[config.mk]
export PLATFORM = sky130hd
export DESIGN_NAME = mmul_index_sequencer
export DESIGN_NICKNAME = d
export VERILOG_FILES = /design/src/rtl/mmul_index_sequencer.sv
export SDC_FILE = /design/constraint.sdc
export NUM_CORES = 1
export LEC_CHECK = 0
export BUFFER_PORTS_ARGS = -buffer_cell sky130_fd_sc_hd__buf_2
export CAP_MARGIN = 0
export CORE_AREA = 2 2 148 78
export DETAILED_ROUTE_END_ITERATION = 12
export DIE_AREA = 0 0 150 80
export MAX_ROUTING_LAYER = met4
export PLACE_DENSITY_LB_ADDON = 0.15
export SYNTH_ARGS = -nofsm -noshare
export SYNTH_HDL_FRONTEND = slang
export SYNTH_SLANG_ARGS = --single-unit
[constraint.sdc]
create_clock -name clk -period 2.7 [get_ports clk]
set_clock_uncertainty 0.15 [all_clocks]
set_input_delay 0.405 -clock clk [delete_from_list [all_inputs] [get_ports clk]]
set_output_delay 0.405 -clock clk [all_outputs]
set_load 0.01 [all_outputs]
[src/rtl/mmul_index_sequencer.sv]
// Loop-index generator for the matrix-multiply datapath: walks every (i, j, k)
// tuple of C[i][j] += A[i][k]*B[k][j] under a valid/advance handshake.
module mmul_index_sequencer #(
  parameter int RA         = 1,
  parameter int CA         = 1,
  parameter int RB         = 1,
  parameter int CB         = 1,
  parameter int IDX_W      = 32,
  parameter int LOOP_ORDER = 0
) (
  input  logic             clk,
  input  logic             rst_n,
  input  logic             start,
  input  logic             abort,
  input  logic             advance,
  output logic             valid,
  output logic [IDX_W-1:0] i,
  output logic [IDX_W-1:0] j,
  output logic [IDX_W-1:0] k,
  output logic             first_k,
  output logic             last_k,
  output logic             busy,
  output logic             done,
  output logic             completed
);

  typedef enum logic {
    ST_IDLE = 1'b0,
    ST_RUN  = 1'b1
  } state_e;

  localparam int MAX_AB  = (RA > RB) ? RA : RB;
  localparam int MAX_DIM = (MAX_AB > CB) ? MAX_AB : CB;

  localparam logic [IDX_W-1:0] I_LAST   = IDX_W'(RA - 1);
  localparam logic [IDX_W-1:0] J_LAST   = IDX_W'(CB - 1);
  localparam logic [IDX_W-1:0] K_LAST   = IDX_W'(RB - 1);
  localparam logic [IDX_W-1:0] IDX_ZERO = '0;
  localparam logic [IDX_W-1:0] IDX_ONE  = IDX_W'(1);

  // Parameter sanity: a bad configuration must never reach synthesis.
  generate
    if (CA != RB) begin : g_err_inner_dim
      $error("mmul_index_sequencer: CA (%0d) must equal RB (%0d)", CA, RB);
    end
    if (RA < 1 || CA < 1 || RB < 1 || CB < 1) begin : g_err_zero_dim
      $error("mmul_index_sequencer: all matrix dimensions must be >= 1");
    end
    if (LOOP_ORDER != 0 && LOOP_ORDER != 1) begin : g_err_order
      $error("mmul_index_sequencer: LOOP_ORDER must be 0 or 1");
    end
    if (IDX_W < 1) begin : g_err_width
      $error("mmul_index_sequencer: IDX_W must be >= 1");
    end else if (IDX_W < 31) begin : g_chk_width
      if (MAX_DIM - 1 >= (1 << IDX_W)) begin : g_err_range
        $error("mmul_index_sequencer: IDX_W too narrow for largest index");
      end
    end
  endgenerate

  state_e           state_q, state_d;
  logic [IDX_W-1:0] i_q, i_d;
  logic [IDX_W-1:0] j_q, j_d;
  logic [IDX_W-1:0] k_q, k_d;
  logic             done_q, done_d;
  logic             completed_q, completed_d;

  logic i_at_last;
  logic j_at_last;
  logic k_at_last;
  logic at_final;

  assign i_at_last = (i_q == I_LAST);
  assign j_at_last = (j_q == J_LAST);
  assign k_at_last = (k_q == K_LAST);
  // The final tuple is the same corner for both loop orders.
  assign at_final  = i_at_last && j_at_last && k_at_last;

  // NOTE: sequential state uses non-blocking (<=) so every register samples
  // pre-edge values; blocking here would create order-dependent races.
  always_ff @(posedge clk or negedge rst_n) begin
    if (!rst_n) begin
      state_q     <= ST_IDLE;
      i_q         <= '0;
      j_q         <= '0;
      k_q         <= '0;
      done_q      <= 1'b0;
      completed_q <= 1'b0;
    end else begin
      state_q     <= state_d;
      i_q         <= i_d;
      j_q         <= j_d;
      k_q         <= k_d;
      done_q      <= done_d;
      completed_q <= completed_d;
    end
  end

  // NOTE: every signal gets a default at the top of the block so no path
  // leaves it unassigned; otherwise synthesis infers a latch.
  always_comb begin
    state_d     = state_q;
    i_d         = i_q;
    j_d         = j_q;
    k_d         = k_q;
    done_d      = 1'b0;
    completed_d = completed_q;

    if (abort) begin
      state_d     = ST_IDLE;
      i_d         = IDX_ZERO;
      j_d         = IDX_ZERO;
      k_d         = IDX_ZERO;
      completed_d = 1'b0;
    end else begin
      unique case (state_q)
        ST_IDLE: begin
          if (start) begin
            state_d     = ST_RUN;
            i_d         = IDX_ZERO;
            j_d         = IDX_ZERO;
            k_d         = IDX_ZERO;
            completed_d = 1'b0;
          end
        end
        ST_RUN: begin
          if (advance) begin
            if (at_final) begin
              state_d     = ST_IDLE;
              i_d         = IDX_ZERO;
              j_d         = IDX_ZERO;
              k_d         = IDX_ZERO;
              done_d      = 1'b1;
              completed_d = 1'b1;
            end else if (LOOP_ORDER == 0) begin
              // k innermost, carry into j, then i.
              if (k_at_last) begin
                k_d = IDX_ZERO;
                if (j_at_last) begin
                  j_d = IDX_ZERO;
                  i_d = i_q + IDX_ONE;
                end else begin
                  j_d = j_q + IDX_ONE;
                end
              end else begin
                k_d = k_q + IDX_ONE;
              end
            end else begin
              // j innermost, carry into k, then i.
              if (j_at_last) begin
                j_d = IDX_ZERO;
                if (k_at_last) begin
                  k_d = IDX_ZERO;
                  i_d = i_q + IDX_ONE;
                end else begin
                  k_d = k_q + IDX_ONE;
                end
              end else begin
                j_d = j_q + IDX_ONE;
              end
            end
          end
        end
        default: state_d = ST_IDLE;
      endcase
    end
  end

  always_comb begin
    valid     = (state_q == ST_RUN);
    busy      = (state_q == ST_RUN);
    i         = i_q;
    j         = j_q;
    k         = k_q;
    first_k   = valid && (k_q == IDX_ZERO);
    last_k    = valid && k_at_last;
    done      = done_q;
    completed = completed_q;
  end

endmodule

==> results.md, run 1 <==
* CTS tree: yes
* Routed length per instance at about 19 um
* CTS buffer count at 9
* Clock Latency Late Sink at 0.35 ns
* Initial Util at 55.0%
* Crit path capture type: flip-flop
* DIE AREA at about 12,000 um^2
* Min-delay src: abort
* DR DRC count at 0
* Post-Syn Area at 5870 um^2
* Post-synthesis mux area share at less than 1%
* P_leak at ~3.4 nW
* Worst hold path type: primary input to flip-flop
* Port Buffer Count at 106
* Vias in the first global route at 5,329
* HPWL Detailed at 12,800 um
* Max Fclk at 0.379 GHz
* Synth area leader: dfrtp_1
* Synth cell types at 58
* Antenna Violating Nets Remaining at 0
* H-tree lvl count at 3
* RSZ-0062 raised after global routing: yes
* Slew @ Worst Pin at approximately 0.86 ns
* Critical Path Fanout Max at 4
* Sequential area share after synthesis at a little over two fifths
* Status: completed
* P&R area growth vs syn at 24.5%
* Max-slew headroom at 42.2%
* Worst Hold Path Cells at 2
* Fillers at slightly below 900
* Setup TNS at 0 ns
* Tcrit/Tclk final at 97.8%
* Vias at 5,993
* DR vias/cell at between 6 and 7
* Die height at about 80 um
* Layout cells sized above 1 at 26.6%
* Syn_area_per_cell at 8.99 um^2
* Max VDD drop at ~0.33 mV
* Crit Path Class: flip-flop to flip-flop
* Clk slew on worst S/H paths at 0.07 ns
* Die W at roughly 150 um
* Final WL at 18,000 um
* Final Hold Vio Count at 0
* CTS sink count at 99
* Synth Area in Compound Gates at approximately 18%
* R2r worst-path depth at 10
* Io pins at around 110
* WP data required at 2.81 ns
* Worst Hold End: busy$_DFF_PN0_
* Endpoints failing setup at 0
* Nets@finish at between 800 and 900
* PwrDens at 416 nW/um^2
* Area contributors post-synth: dfrtp_1 42%, xor2_1 6.1%, nor2_1 4.3%, nand3_1 3.3%, nand2_1 3.3%
* Initial antenna violation count at 1
* Leading cell type in the layout, fill and taps excluded: buf_2
* Largest family of logic cells by synthesized area: simple AND/OR/NAND/NOR gates
* Reg2Reg Setup Slack at 0.06 ns
* Synth top area share at about 42%
* Placed Area at about 6800 um^2
* Largest net degree at the start of global routing at 46
* Fin area at 7310 um^2
* Tot GR Track Use at between 30% and 40%
* Adder-cell share of the synthesized area at 1.28%
* Post-layout min period at approximately 2.6 ns
* Most frequent cells in the layout: 105 x buf_2, 99 x dfrtp_1, 66 x nor2_1, 54 x buf_4, 52 x nand2_1
* Most used DFF post-synth: dfrtp_1
* # rows at 27
* FF-to-FF Start: k[1]$_DFFE_PN0P_
* Syn nets at 664
* Synth Register Bits at 99
* RePlAce Congestion at 0.964
* RR Endpoint: j[10]$_DFFE_PN0P_
* Pins Over Slew Limit at 0
* First-pass DRT Iterations at 5
* Startpoint types: flip-flop
* GR Overflow Total at 0
* 1st-iter DRT viols at 620
* Clock Path Buffers at 2
* XOR/XNOR Fraction of Synth Area at slightly below 7%
* Asr flop ratio synth at 100%
* Critical path arrival at roughly 2.8 ns
* Root Driver: clkbuf_16
* Core box area at approximately 11,000 um^2
* Tot Pwr at 0.00304 W
* Synth Warn # at 0
* Global-route wire length before repair at ~28,000 um
* Cells after Synth at 653
* Post-synth EDFFs at 0
* Simple-Gate Fraction of Synth Area at 27.8%
* Max_cap viols at 0
Yosys cell counts (12+ instances only):
master and count:
a21o_1 12, nand4_1 21, o211ai_1 18, a21oi_1 16, nor4_1 21, nor3_1 23
o21ai_0 30, dfrtp_1 99, nor2_1 67, nand3_1 39, o2111ai_1 12, clkbuf_1 13
inv_1 18, xor2_1 41, nand2_1 52, and3_1 13
area by class of cell:
type                    instances  area, um^2  area share (%)
multi-input cells             502        3220            44.1
flip-flops and latches         99        2480            33.9
repair buffers                166        1040            14.3
clock buffers                   9         225            3.08
well taps                     145         181            2.48
clock inverters                 7        90.1            1.23
inverters                      18        67.6           0.924
diodes                          1        2.50          0.0342
logic make-up (layout without fill, tap and decap cells):
group / after synthesis / after routing
buffers and inverters: 52 / 200
DFF: 99 / 99
adders and majority gates: 6 / 6
other: 0 / 1
AOI/OAI and AO/OA: 152 / 152
xor gates and xnor gates: 46 / 46
muxes: 1 / 1
and+or+nand+nor: 297 / 297
registers in the layout, indices dropped and copies added, names as in the netlist:
name / cells
done: 1
completed: 1
k: 32
j: 32
busy: 1
i: 32
critical path: stages, from the launching register on:
cell and delay [ns]:
dfrtp_1 0.40, inv_2 0.06, ha_2 0.17, nor4b_4 0.19
nand4_1 0.18, or3_4 0.47, buf_4 0.19, buf_4 0.15
a2111oi_2 0.29, a21oi_1 0.09, o31ai_1 0.21
through the flow:
stage	util [%]	hold slack, ns	instances	setup slack (ns)
after global routing	68.5	0.166	947	-0.0172
after CTS	67.6	0.153	939	0.00567
final	68.5	0.158	947	0.0591
after global placement	64.1	0.308	919	0.105
after detailed placement	64.1	0.307	919	0.0405
after floorplan	-	-0.0406	653	0.199
what timing repair did:
item / in CTS / in global routing
resized for setup: 5 / 10
endpoints found under the setup margin: 2 / 83
setup buffers: 3 / 8
hold endpoints to repair: 43 / 0
cloned: 0 / 0
pin swaps: 4 / 4
hold buffers: 1 / 0
power by group:
group	leakage (nW)	switching [W]	total [W]	internal (W)
Clock	0.156	0.000636	0.00138	0.000747
Combinational	1.89	0.000130	0.000174	0.0000437
Sequential	1.38	0.00000207	0.00149	0.00148
worst max-delay path by stage:
stage,to,slack [ns],cells past startpoint,from
after detailed placement,k[21]$_DFFE_PN0P_,0.04,9,k[1]$_DFFE_PN0P_
after CTS,first_k,0.006,8,k[1]$_DFFE_PN0P_
after global placement,j[31]$_DFFE_PN0P_,0.10,7,start
final,j[10]$_DFFE_PN0P_,0.06,10,k[1]$_DFFE_PN0P_
after global routing,j[11]$_DFFE_PN0P_,-0.02,11,k[1]$_DFFE_PN0P_
after floorplan,last_k,0.20,8,k[0]$_DFFE_PN0P_
metal layers:
metal | track usage [%] | up-vias | part of all wire, % | routed length (um)
li1 | - | 2731 | - | -
met5 | - | - | 0 | 0
met2 | 42.7 | 357 | 42 | 7570
met3 | 8.23 | 25 | 10 | 1870
met4 | 7.83 | 0 | 1.1 | 197
met1 | 46.5 | 2880 | 47 | 8400
Note: power is estimated with default switching activity, not from simulation.
==> run 2, diff against run 1 <==
- CORE_AREA: 2 2 148 78 -> 2 2 187 97
- DIE_AREA: 0 0 150 80 -> 0 0 189 99
- GPL_ROUTABILITY_DRIVEN: not set -> 1
==> run 2 against run 1 <==
  * Critical path depth shrank 3
  * Clock-buffer cell count is the same
  * Power shrank 2.5%
  * First-iteration DRC count shrank 5.0%
  * Via count shrank 1.4%
  * Non-clock buffer count grew 16
  * Sequential power is essentially flat
  * Wire length grew 8.7%
  * Largest cell class unchanged
  * Largest power group unchanged
  * Highest routed layer unchanged
==> results.md, run 2 (same netlist as run 1, synthesis figures left out) <==
* Status: completed
* Core box area at 17,100 um^2 (+60%)
* Inst Count DP at 1,030 (+12%)
* Max_cap viols at 0 (unchanged)
* Max Fclk at 0.388 GHz (+2.4%)
* Critical Path Fanout Max at 3 (-1)
* DR DRC count at 0 (unchanged)
* DIE AREA at 18,700 um^2 (+56%)
* N_diodes at 0 (-1)
* Fillers at 1,681 (+94%)
* Final Hold Vio Count at 0 (unchanged)
* # rows at 34 (+26%)
* Tcrit/Tclk final at 95.5% (-2.3 points)
* HPWL Detailed at 14,600 um (+14%)
* R2r worst-path depth at 6 (-4)
* Crit Path Class: flip-flop to output pin
* Layout cells sized above 1 at 28.0% (+1.4 points)
* RePlAce Congestion at 0.900 (-6.6%)
* Nets@finish at 823 (+2.0%)
* Reg2Reg Setup Slack at 0.13 ns (+0.07 ns)
* H-tree lvl count at 3 (unchanged)
* Sequential share of power at 50.1% (+1.3 points)
* Clock Path Buffers at 2 (unchanged)
* Internal power at 0.00218 W (-4.1%)
* Max VDD drop at 0.282 mV (-14%)
* Switching Fraction at 26.5% (+1.2 points)
* CTS buffer count at 9 (unchanged)
* Vias at 5,910 (-1.4%)
* Sw Pwr at 0.000785 W (+2.2%)
* Most frequent cells in the layout: 105 x buf_2, 99 x dfrtp_1, 72 x buf_4, 66 x nor2_1, 52 x nand2_1
* Io pins at 107 (unchanged)
* Root Driver: clkbuf_16
* Final cell count without fillers at 1,051 (+11%)
* Global-route wire length before repair at 31,200 um (+9.6%)
* Die height at 99 um (+24%)
* Leading cell type in the layout, fill and taps excluded: buf_2
* Crit path capture type: output pin
* CTS sink count at 99 (unchanged)
* Worst path max stage delay at 0.39 ns (-0.08 ns)
* Slew @ Worst Pin at 0.775 ns (-0.0852 ns)
* GR Overflow Total at 0 (unchanged)
* CTS tree: yes
* Startpoint types: flip-flop
* Max-slew headroom at 47.9% (+5.7 points)
* Routed length per instance at 18.7 um (-2.0%)
* Port Buffer Count at 106 (unchanged)
* CP delay by family, top: simple AND/OR/NAND/NOR gates
* Die W at 189 um (+26%)
* Worst Hold Path Cells at 2 (unchanged)
* Tot GR Track Use at 22.0% (-9.5 points)
* Pins Over Slew Limit at 0 (unchanged)
* Largest net degree at the start of global routing at 100 (+120%)
* Endpoints failing setup at 0 (unchanged)
* Critical path arrival at 2.02 ns (-0.73 ns)
* Vias in the first global route at 5,419 (+1.7%)
* DR vias/cell at 5.62 (-11%)
* Setup TNS at 0 ns (unchanged)
* Clk slew on worst S/H paths at 0.07 ns (about the same)
* P_leak at 3.51 nW (+2.2%)
* PwrDens at 393 nW/um^2 (-5.5%)
* P&R area growth vs syn at 28.4%
* Worst path slowest cell: or3_4
* Worst hold path type: primary input to flip-flop
* Post-layout min period at 2.58 ns (-0.0625 ns)
* Share of power burned in the clock network at 44.1% (-1.4 points)
* Critical path depth at 7 (-3)
* Clock Latency Late Sink at 0.35 ns (about the same)
* WP data required at 2.14 ns (-0.67 ns)
* Comb pwr share at 5.8% (about the same)
* Antenna Violating Nets Remaining at 0 (unchanged)
* Final WL at 19,600 um (+8.7%)
* First-pass DRT Iterations at 5 (unchanged)
* Initial antenna violation count at 0 (-1)
* Final core occ at 44.2% (-24 points)
* Initial Util at 34.4% (-21 points)
* 1st-iter DRT viols at 589 (-5.0%)
* Worst path cell trace: inv_1, ha_1, nor4b_4, nand4_1, or3_4, nor2_2, buf_2
* Buffers & Inverters on Critical Path at 2 (-1)
==> run 2: cell type report <==
type,instances,area [um^2],share of cell area (%)
clock buffer,9,225,2.99
sequential,99,2480,32.8
timing repair buffer,182,1160,15.4
clock inverter,7,72.6,0.962
inverter,18,67.6,0.896
tap,234,293,3.88
multi-input combinational,502,3250,43.0
==> run 2: through the flow <==
| step | hold WS (ns) | power (W) | worst slack (ns) | instance area [um^2] |
|---|---|---|---|---|
| 6_report | 0.168 | 0.00297 | 0.122 | 7540 |
| 5_1_grt | 0.180 | 0.00308 | -0.00156 | 7540 |
| 4_1_cts | 0.152 | 0.00300 | 0.0276 | 7460 |
| 3_5_place_dp | 0.377 | 0.00169 | -0.0264 | 7110 |
| 3_3_place_gp | 0.363 | 0.00169 | -0.0180 | 7110 |
| 2_1_floorplan | -0.0406 | 0.00160 | 0.199 | 5870 |
==> run 2: path summary, 6_finish.rpt <==
kind	start	endpoint
worst min register to register	k[1]$_DFFE_PN0P_	k[1]$_DFFE_PN0P_
worst min-delay path	abort	busy$_DFF_PN0_
max in group asynchronous	rst_n	j[6]$_DFFE_PN0P_
worst max register to register	j[22]$_DFFE_PN0P_	i[8]$_DFFE_PN0P_
min in group asynchronous	rst_n	j[22]$_DFFE_PN0P_
worst max-delay path	k[1]$_DFFE_PN0P_	last_k
==> run 2: metal layers <==
metal	GRT usage (%)	up-vias	routed length [um]
li1	-	2766	-
met1	35.0	2887	10200
met2	28.0	241	7800
met3	4.10	16	1460
met4	3.91	0	131
met5	-	-	0
==> run 2: power by group through the flow <==
stage	clock network, W	registers, W	logic, W
4_1_cts	0.00134	0.00149	0.000171
6_report	0.00131	0.00149	0.000171
2_1_floorplan	0	0.00152	0.0000797
3_3_place_gp	0	0.00152	0.000168
5_1_grt	0.00140	0.00149	0.000189
3_5_place_dp	0	0.00152	0.000169
==> run 2: what timing repair did <==
item | in CTS | in global routing
buffers inserted | 2 | 1
gates cloned | 0 | 1
resized for setup | 4 | 9
setup endpoints to repair | 8 | 90
hold buffers | 1 | 0
hold endpoints to repair | 26 | 0
pin swaps | 1 | 3
